`src/rtl/instr_fetch_pkg.sv`:
```
// Shared definitions for the instruction fetch stage.
//   - FSM state encoding (binary, one state register)
//   - Default reset PC
//   - MIPS primary opcode constants (instr[31:26]), shared with the decoder and checkers
//   - Branch offset helper used by the next-PC logic
package instr_fetch_pkg;

    localparam int unsigned StateW = 2;

    localparam logic [StateW-1:0] ST_IDLE  = 2'd0;
    localparam logic [StateW-1:0] ST_FETCH = 2'd1;
    localparam logic [StateW-1:0] ST_VALID = 2'd2;

    localparam logic [31:0] DEFAULT_RESET_PC = 32'h0000_0000;

    typedef logic [5:0] opcode_t;

    localparam opcode_t OP_RTYPE = 6'h00;
    localparam opcode_t OP_J     = 6'h02;
    localparam opcode_t OP_JAL   = 6'h03;
    localparam opcode_t OP_BEQ   = 6'h04;
    localparam opcode_t OP_BNE   = 6'h05;
    localparam opcode_t OP_ADDI  = 6'h08;
    localparam opcode_t OP_ORI   = 6'h0D;
    localparam opcode_t OP_LW    = 6'h23;
    localparam opcode_t OP_SW    = 6'h2B;

    // Word offset of a branch: sign-extend the 16-bit immediate and scale by 4.
    function automatic logic [31:0] branch_offset(input logic [15:0] imm);
        return {{14{imm[15]}}, imm, 2'b00};
    endfunction

endpackage

```
`src/rtl/instr_fetch_next_pc.sv`:
```
// Combinational next-PC selection for the instruction being consumed.
// Priority: jump > branch_taken > sequential. All adds wrap modulo 2^32.
//   pc_plus4_i      : PC of the presented instruction plus 4
//   branch_taken_i  : Branch AND Zero for the presented instruction
//   branch_imm_i    : 16-bit branch immediate (word offset)
//   jump_i          : Jump for the presented instruction
//   jump_index_i    : 26-bit jump target field
//   next_pc_o       : selected next PC
module instr_fetch_next_pc
    import instr_fetch_pkg::*;
(
    input  logic [31:0] pc_plus4_i,
    input  logic        branch_taken_i,
    input  logic [15:0] branch_imm_i,
    input  logic        jump_i,
    input  logic [25:0] jump_index_i,
    output logic [31:0] next_pc_o
);

    logic [31:0] jump_target;
    logic [31:0] branch_target;

    // Jump keeps the 256 MB region of the delay-slot address.
    assign jump_target   = {pc_plus4_i[31:28], jump_index_i, 2'b00};
    assign branch_target = pc_plus4_i + branch_offset(branch_imm_i);

    always_comb begin
        next_pc_o = pc_plus4_i;
        if (jump_i) begin
            next_pc_o = jump_target;
        end else if (branch_taken_i) begin
            next_pc_o = branch_target;
        end
    end

endmodule

```
`src/rtl/instr_fetch.sv`:
```
// Instruction fetch stage: holds the PC, issues single-outstanding word reads over a
// req/ready handshake and presents the fetched instruction with its PC and PC+4 to decode.
//   clk, rst          : clock (rising edge), asynchronous active-high reset
//   imem_req_o        : read request, high only in FETCH
//   imem_addr_o       : word-aligned fetch address (the PC)
//   imem_ready_i      : read data valid; honoured only in FETCH
//   imem_rdata_i      : instruction word from memory
//   instr_o           : registered instruction presented to decode
//   instr_valid_o     : instr_o/pc_o/pc_plus4_o hold a valid instruction
//   pc_o, pc_plus4_o  : address of the presented instruction and that plus 4
//   stall_i           : downstream hold; instruction not consumed this cycle
//   branch_taken_i, branch_imm_i, jump_i, jump_index_i : redirect for the presented instruction
module instr_fetch
    import instr_fetch_pkg::*;
#(
    parameter logic [31:0] RESET_PC = DEFAULT_RESET_PC
) (
    input  logic        clk,
    input  logic        rst,
    output logic        imem_req_o,
    output logic [31:0] imem_addr_o,
    input  logic        imem_ready_i,
    input  logic [31:0] imem_rdata_i,
    output logic [31:0] instr_o,
    output logic        instr_valid_o,
    output logic [31:0] pc_o,
    output logic [31:0] pc_plus4_o,
    input  logic        stall_i,
    input  logic        branch_taken_i,
    input  logic [15:0] branch_imm_i,
    input  logic        jump_i,
    input  logic [25:0] jump_index_i
);

    logic [StateW-1:0] state_q, state_d;
    logic [31:0]       pc_q, pc_d;
    logic [31:0]       instr_q, instr_d;
    logic [31:0]       pc_plus4;
    logic [31:0]       next_pc;

    assign pc_plus4 = pc_q + 32'd4;

    instr_fetch_next_pc u_next_pc (
        .pc_plus4_i     (pc_plus4),
        .branch_taken_i (branch_taken_i),
        .branch_imm_i   (branch_imm_i),
        .jump_i         (jump_i),
        .jump_index_i   (jump_index_i),
        .next_pc_o      (next_pc)
    );

    always_comb begin
        state_d = state_q;
        pc_d    = pc_q;
        instr_d = instr_q;
        case (state_q)
            ST_IDLE: begin
                state_d = ST_FETCH;
            end
            ST_FETCH: begin
                if (imem_ready_i) begin
                    instr_d = imem_rdata_i;
                    state_d = ST_VALID;
                end
            end
            ST_VALID: begin
                // Redirect inputs only matter in the cycle the instruction is consumed.
                if (!stall_i) begin
                    pc_d    = next_pc;
                    state_d = ST_FETCH;
                end
            end
            default: begin
                state_d = ST_IDLE;
            end
        endcase
    end

    always_ff @(posedge clk or posedge rst) begin
        if (rst) begin
            state_q <= ST_IDLE;
            pc_q    <= RESET_PC;
            instr_q <= 32'h0;
        end else begin
            state_q <= state_d;
            pc_q    <= pc_d;
            instr_q <= instr_d;
        end
    end

    assign imem_req_o    = (state_q == ST_FETCH);
    assign imem_addr_o   = {pc_q[31:2], 2'b00};
    assign instr_o       = instr_q;
    assign instr_valid_o = (state_q == ST_VALID);
    assign pc_o          = pc_q;
    assign pc_plus4_o    = pc_plus4;

endmodule

```
`config.mk`:
```
export PLATFORM = sky130hd
export DESIGN_NAME = instr_fetch
export DESIGN_NICKNAME = d
export VERILOG_FILES = /design/src/rtl/instr_fetch_pkg.sv /design/src/rtl/instr_fetch_next_pc.sv /design/src/rtl/instr_fetch.sv
export SDC_FILE = /design/constraint.sdc
export NUM_CORES = 1
export LEC_CHECK = 0
export CAP_MARGIN = 20
export CORE_ASPECT_RATIO = 0.7
export CORE_MARGIN = 5
export CORE_UTILIZATION = 46
export CTS_BUF_LIST = sky130_fd_sc_hd__clkbuf_4 sky130_fd_sc_hd__clkbuf_8
export CTS_CLUSTER_DIAMETER = 30
export DETAILED_ROUTE_END_ITERATION = 12
export PLACE_DENSITY = 0.85
export REMOVE_ABC_BUFFERS = 1
export SYNTH_ARGS = -nofsm -noshare
export SYNTH_HDL_FRONTEND = slang
export SYNTH_HIERARCHICAL = 1
export SYNTH_SLANG_ARGS = --single-unit
```
`constraint.sdc`:
```
create_clock -name clk -period 4.9 [get_ports clk]
set_input_delay 0.98 -clock clk [delete_from_list [all_inputs] [get_ports clk]]
set_output_delay 0.98 -clock clk [all_outputs]
set_load 0.1 [all_outputs]
```
# Yosys cells after proc, flatten, opt, wreduce, memory -nomap -nowiden
# Index checks and enable logic that the tools add are counted.
dict set report op_classes {
  n_eq_ne 4
  mux 5
  n_reduce_logical 4
  addsub 2
  bitwise_logic 1
}
# op count
set op_table {}
lappend op_table {{32-bit 2-to-1 mux} 2}
lappend op_table {{32-bit by 3-bit adder with 32-bit output, second input constant} 1}
lappend op_table {{32-bit adder} 1}
lappend op_table {{2-bit case mux with 3 select lines} 1}
lappend op_table {{2-bit AND reduction} 3}
lappend op_table {{2-bit 2-to-1 mux} 2}
lappend op_table {{2-bit by 1-bit == test with 1-bit output, second input constant} 1}
lappend op_table {{2-bit == test, second input constant} 1}
lappend op_table {{2-bit zero test} 1}
lappend op_table {{2-bit by 1-bit != test with 1-bit output, second input constant} 1}
lappend op_table {{2-bit != test, second input constant} 1}
lappend op_table {{1-bit NOT} 1}
dict set report word_totals {
  wordCells 19
  regBits 66
  output_inout_bits 130
}

# Longest topological paths before layout
dict set report logic_depth {
  word_depth 4
  mapped_depth 15
}

# Modules after synthesis
# The synthesis kept the hierarchy.
# module instances seq_area_each_um2 area_per_inst_um2 cells_per_inst
set modules_own_cells {}
lappend modules_own_cells {instr_fetch 1 1651.6 3269.4 267}
lappend modules_own_cells {instr_fetch_next_pc 1 0.0 2199.6 324}

# Worst setup path after synthesis
# No wires, ideal clock.
dict set report synth_path {
  kind {flip-flop to flip-flop}
  start {register pc_q[7] (netlist: pc_o[7])}
  end {register pc_q[31] (netlist: pc_o[31])}
  t_arrival_ns 5.966
  required_ns 4.774
  path_slack_ns -1.191
  path_buffers 0
  path_stages_with_launch 15
  path_cell_list {dfrtp_1 > nand4_4 > nor4_2 > nand3_1 > xnor2_1 > ha_1 > a21o_1 > a21o_1 > a21oi_1 > o21ai_0 > a211oi_1 > o31a_1 > o211ai_1 > xor2_1 > mux2_2}
}
dict set report synth_between {
  elab_chain_len 4
}
# item line
set synth_lines {}
lappend synth_lines {{start: declaration} instr_fetch.sv:36} ;# logic [31:0] pc_q, pc_d;
lappend synth_lines {{start signal: assignment} instr_fetch.sv:86} ;# pc_q <= pc_d;
lappend synth_lines {{32-bit by 3-bit adder with 32-bit output} instr_fetch.sv:41} ;# assign pc_plus4 = pc_q + 32'd4;
lappend synth_lines {{net pc_plus4_o[24]} instr_fetch.sv:27} ;# output logic [31:0] pc_plus4_o,
lappend synth_lines {{32-bit adder} instr_fetch_next_pc.sv:25} ;# assign branch_target = pc_plus4_i + branch_offset(branch_imm_i);
lappend synth_lines {{32-bit 2-to-1 mux} instr_fetch_next_pc.sv:31} ;# end else if (branch_taken_i) begin
lappend synth_lines {{32-bit 2-to-1 mux} instr_fetch_next_pc.sv:29} ;# if (jump_i) begin
lappend synth_lines {{net next_pc[31]} instr_fetch.sv:39} ;# logic [31:0] next_pc;
# The timed path passes the listed nets, and every way through them passes these cells.
# A chain may end at the register's enable or synchronous reset.

# Worst setup path after layout
dict set report layout_path {
  start {register pc_q[6] (netlist: pc_o[6])}
  end {register pc_q[30] (netlist: pc_o[30])}
}
dict set report layout_between {
  elab_chain_len 4
}
# item line
set layout_lines {}
lappend layout_lines {{32-bit by 3-bit adder with 32-bit output (*)} instr_fetch.sv:41}
lappend layout_lines {{32-bit adder} instr_fetch_next_pc.sv:25}
lappend layout_lines {{32-bit 2-to-1 mux} instr_fetch_next_pc.sv:31}
lappend layout_lines {{32-bit 2-to-1 mux (*)} instr_fetch_next_pc.sv:29}
lappend layout_lines {{net next_pc[30]} instr_fetch.sv:39}
# Mark *: on every way through the listed nets, which the timed path passes. The rest lies on a longest branch.

==> summary.md <==
| Metric | Value |
|---|---|
| RR Endpoint | pc_o[30] |
| Yosys reg bits | between 60 and 70 |
| R2R cell count | 14 |
| Post-CTS Hold Fix Bufs | 0 |
| Starting Density | 46.8% |
| Fmax achieved | 247 MHz |
| Hold path startpoint | instr_o[30] |
| Drt total wl | 18.0 mm |
| Slew Limit Fails | 0 |
| Unrepaired setup endpoints after global routing | false |
| Async SR Flop Fraction | 100% |
| Placed insts | approximately 910 |
| Crit path DAT | between 4 and 5 ns |
| Crit Path Class | flip-flop to flip-flop |
| Vias in the first global route | approximately 5400 |
| CTS tree | yes |
| EDFF count, synth | 0 |
| Worst slew pin tran | between 1 and 1.5 ns |
| Max-Cap Viols | 0 |
| YS warnings | 6 |
| Drt pass-1 iters | 5 |
| R2r startpoint | pc_o[6] |
| Syn Area/Cell | just over 9 um2 |
| Hold_ws | around 0.51 ns |
| IO buf count | between 200 and 250 |
| Hold endpoint | instr_o[30] |
| # setup viols final | 0 |
| Initial antenna violation count | 0 |
| Final hold violations | 0 |
| Synth-to-Final Area Change | 38.3% |
| Final ANT Viol Nets | 0 |
| Reg2reg setup slack | ~0.86 ns |
| Status | finished, final reports clean |
| WHS Path Cells | 1 |
| Clock insertion delay at the later pin of the skew report | about 0.36 ns |
| WL met2 | 8.63 mm |
| First-pass GRT wire length | ~28 mm |
| Gpl congestion | between 0.9 and 1 |
| Seq. cell area | between 1500 and 2000 um2 |
| Critical Path RT | between 5 and 6 ns |
| Worst path max stage delay | 0.60 ns |
| Period utilisation layout | between 80% and 90% |
| Core ar. | about 12000 um2 |
| Maximum number of pins on one net before global-route repair | 41 |
| Critical path origin | pc_o[6] |
| Share of layout cells above drive strength 1 | 16.6% |
| Max Buffers Root-to-Sink | 2 |
| Via/cell ratio | between 5 and 6 |
| Final std cells w/o fill | around 920 |
| PostCTS Resize Cnt | 0 |
| Total die area | 14200 um2 |
| Metal3 WL | 2.30 mm |
| Clock sink total | between 60 and 70 |
| CTS buffer count | 9 |
| Clk_skew | about 0.01 ns |
| Die width | between 100 and 150 um |
| Area of the multi-input gates | around 3400 um2 |
| Relative slew slack | between 30% and 40% |
| Synth Flop Type | dfrtp_1 |
| Total grt overflow | 0 |
| Synth area leaders | dfrtp_1, mux2_2, ha_1 |
| Slowest CP cell | or4_4 |
| 1st-iter DRT viols | 558 |
| Drc violations | 0 |
| Via count | between 5000 and 6000 |
| Die H | between 100 and 150 um |
| Number of diodes | 0 |
| Most frequent cells after synthesis | dfrtp_1, mux2_2, nand2_1, a21oi_1, o21ai_0 |
| Clock root buffer | clkbuf_8 |
| WL/cell | 19.5 um |
| Register area share after synthesis | between 30% and 40% |
| Synth Cell Area | roughly 5500 um2 |
| Crit path launch type | flip-flop |
| Critical-path cell list | nand4_4 > or4_4 > nor4_1 > xor2_1 > ha_1 > nand4_1 > nor2_1 > and2_1 > a221oi_1 > nand2_1 > a31oi_1 > or4b_1 > nand3_1 > mux2_2 |
| Nets@finish | between 800 and 900 |
| Synth area leader | dfrtp_1 |
| Dpl hpwl | between 10 and 15 mm |
| Gr usage total | between 20% and 30% |
| # rows | 33 |
| Period minus WS final | roughly 4.0 ns |
| Uppermost layer routed | met4 |
| Top-area cell type share of the netlist area | between 30 and 40% |
| Most frequent cell after synthesis | dfrtp_1 |
| Mapped Cells | 591 |
| Number of library cell types mapped by synthesis | 66 |
| # H-tree levels | 3 |
| Setup crit end kind | flip-flop |
| Clk slew on worst S/H paths | ~0.09 ns |
| # fillers | around 950 |
| Postcts setup bufs | 0 |
| CP max FO | 8 |
| M1 WL | 6.77 mm |
| IO Count | between 200 and 250 |
| Hold Crit Class | flip-flop to flip-flop |
-- metrics by stage --
step | setup slack, ns | util (%) | instance area (um2) | setup TNS, ns
after floorplan | -1.88 | - | 5080 | -39.16
after global placement | 0.898 | 63.0 | 7360 | 0
after detailed placement | 0.831 | 63.0 | 7360 | 0
after CTS | 0.903 | 64.7 | 7560 | 0
after global routing | 0.591 | 64.7 | 7560 | 0
final | 0.858 | 64.7 | 7560 | 0
-- worst max-delay path by stage --
| stage | slack, ns | to |
|---|---|---|
| CTS | 0.90 | pc_plus4_o[10] |
| global placement | 0.90 | pc_o[31] |
| floorplan | -1.88 | pc_o[31] |
| detailed placement | 0.83 | pc_o[31] |
| finish | 0.86 | pc_o[30] |
| global route | 0.59 | pc_o[30] |
-- layer usage --
| layer | GRT usage, % | vias up |
|---|---|---|
| li1 | - | 2454 |
| met3 | 9.25 | 44 |
| met4 | 7.52 | 0 |
| met2 | 42.2 | 330 |
| met1 | 29.5 | 2573 |
| met5 | 0 | - |
-- area by class of cell --
cell class,instances,area share (%)
Clock buffer,9,1.64
Clock inverter,7,1.01
Inverter,13,0.645
Multi-Input combinational cell,457,44.8
Sequential cell,66,21.8
Tap cell,157,2.60
Timing Repair Buffer,215,27.5
-- flip-flops by register name (all words and copies together), names as in the netlist --
signal	flops
instr_o	32
pc_o	32
state_q	2
-- placed cells by master (no fill, tap or decap), types with 12 or more instances in the layout --
cell / count
nand4_1: 13
o21ai_0: 38
dfrtp_1: 66
inv_1: 12
nand3_1: 23
mux2_2: 62
clkdlybuf4s50_1: 186
buf_4: 29
mux2i_1: 13
a21o_1: 12
xnor2_1: 34
nor2_1: 22
xor2_1: 18
ha_1: 30
nand2_1: 53
a21oi_1: 38
-- worst max-delay path: cells and delay by family (launching register included) --
| kind | cells | cell delay, ns |
|---|---|---|
| compound gates | 2 | 0.47 |
| fa+ha+maj | 1 | 0.39 |
| simple gates | 9 | 1.93 |
| xor+xnor | 1 | 0.34 |
| flops | 1 | 0.54 |
| mux | 1 | 0.26 |
-- cells by family after synthesis --
group	count (synthesis)	share of synthesized area, %
xor gates and xnor gates	52	8.33
buffers and inverters	69	8.01
DFF	66	30.2
other	1	0.0686
muxes	75	15.1
AOI/OAI and AO/OA	137	16.0
adders and majority gates	31	7.23
and+or+nand+nor	160	15.0
Power is not shown: default switching activity piles up to over one toggle a cycle in this logic, so the estimate is an artifact.
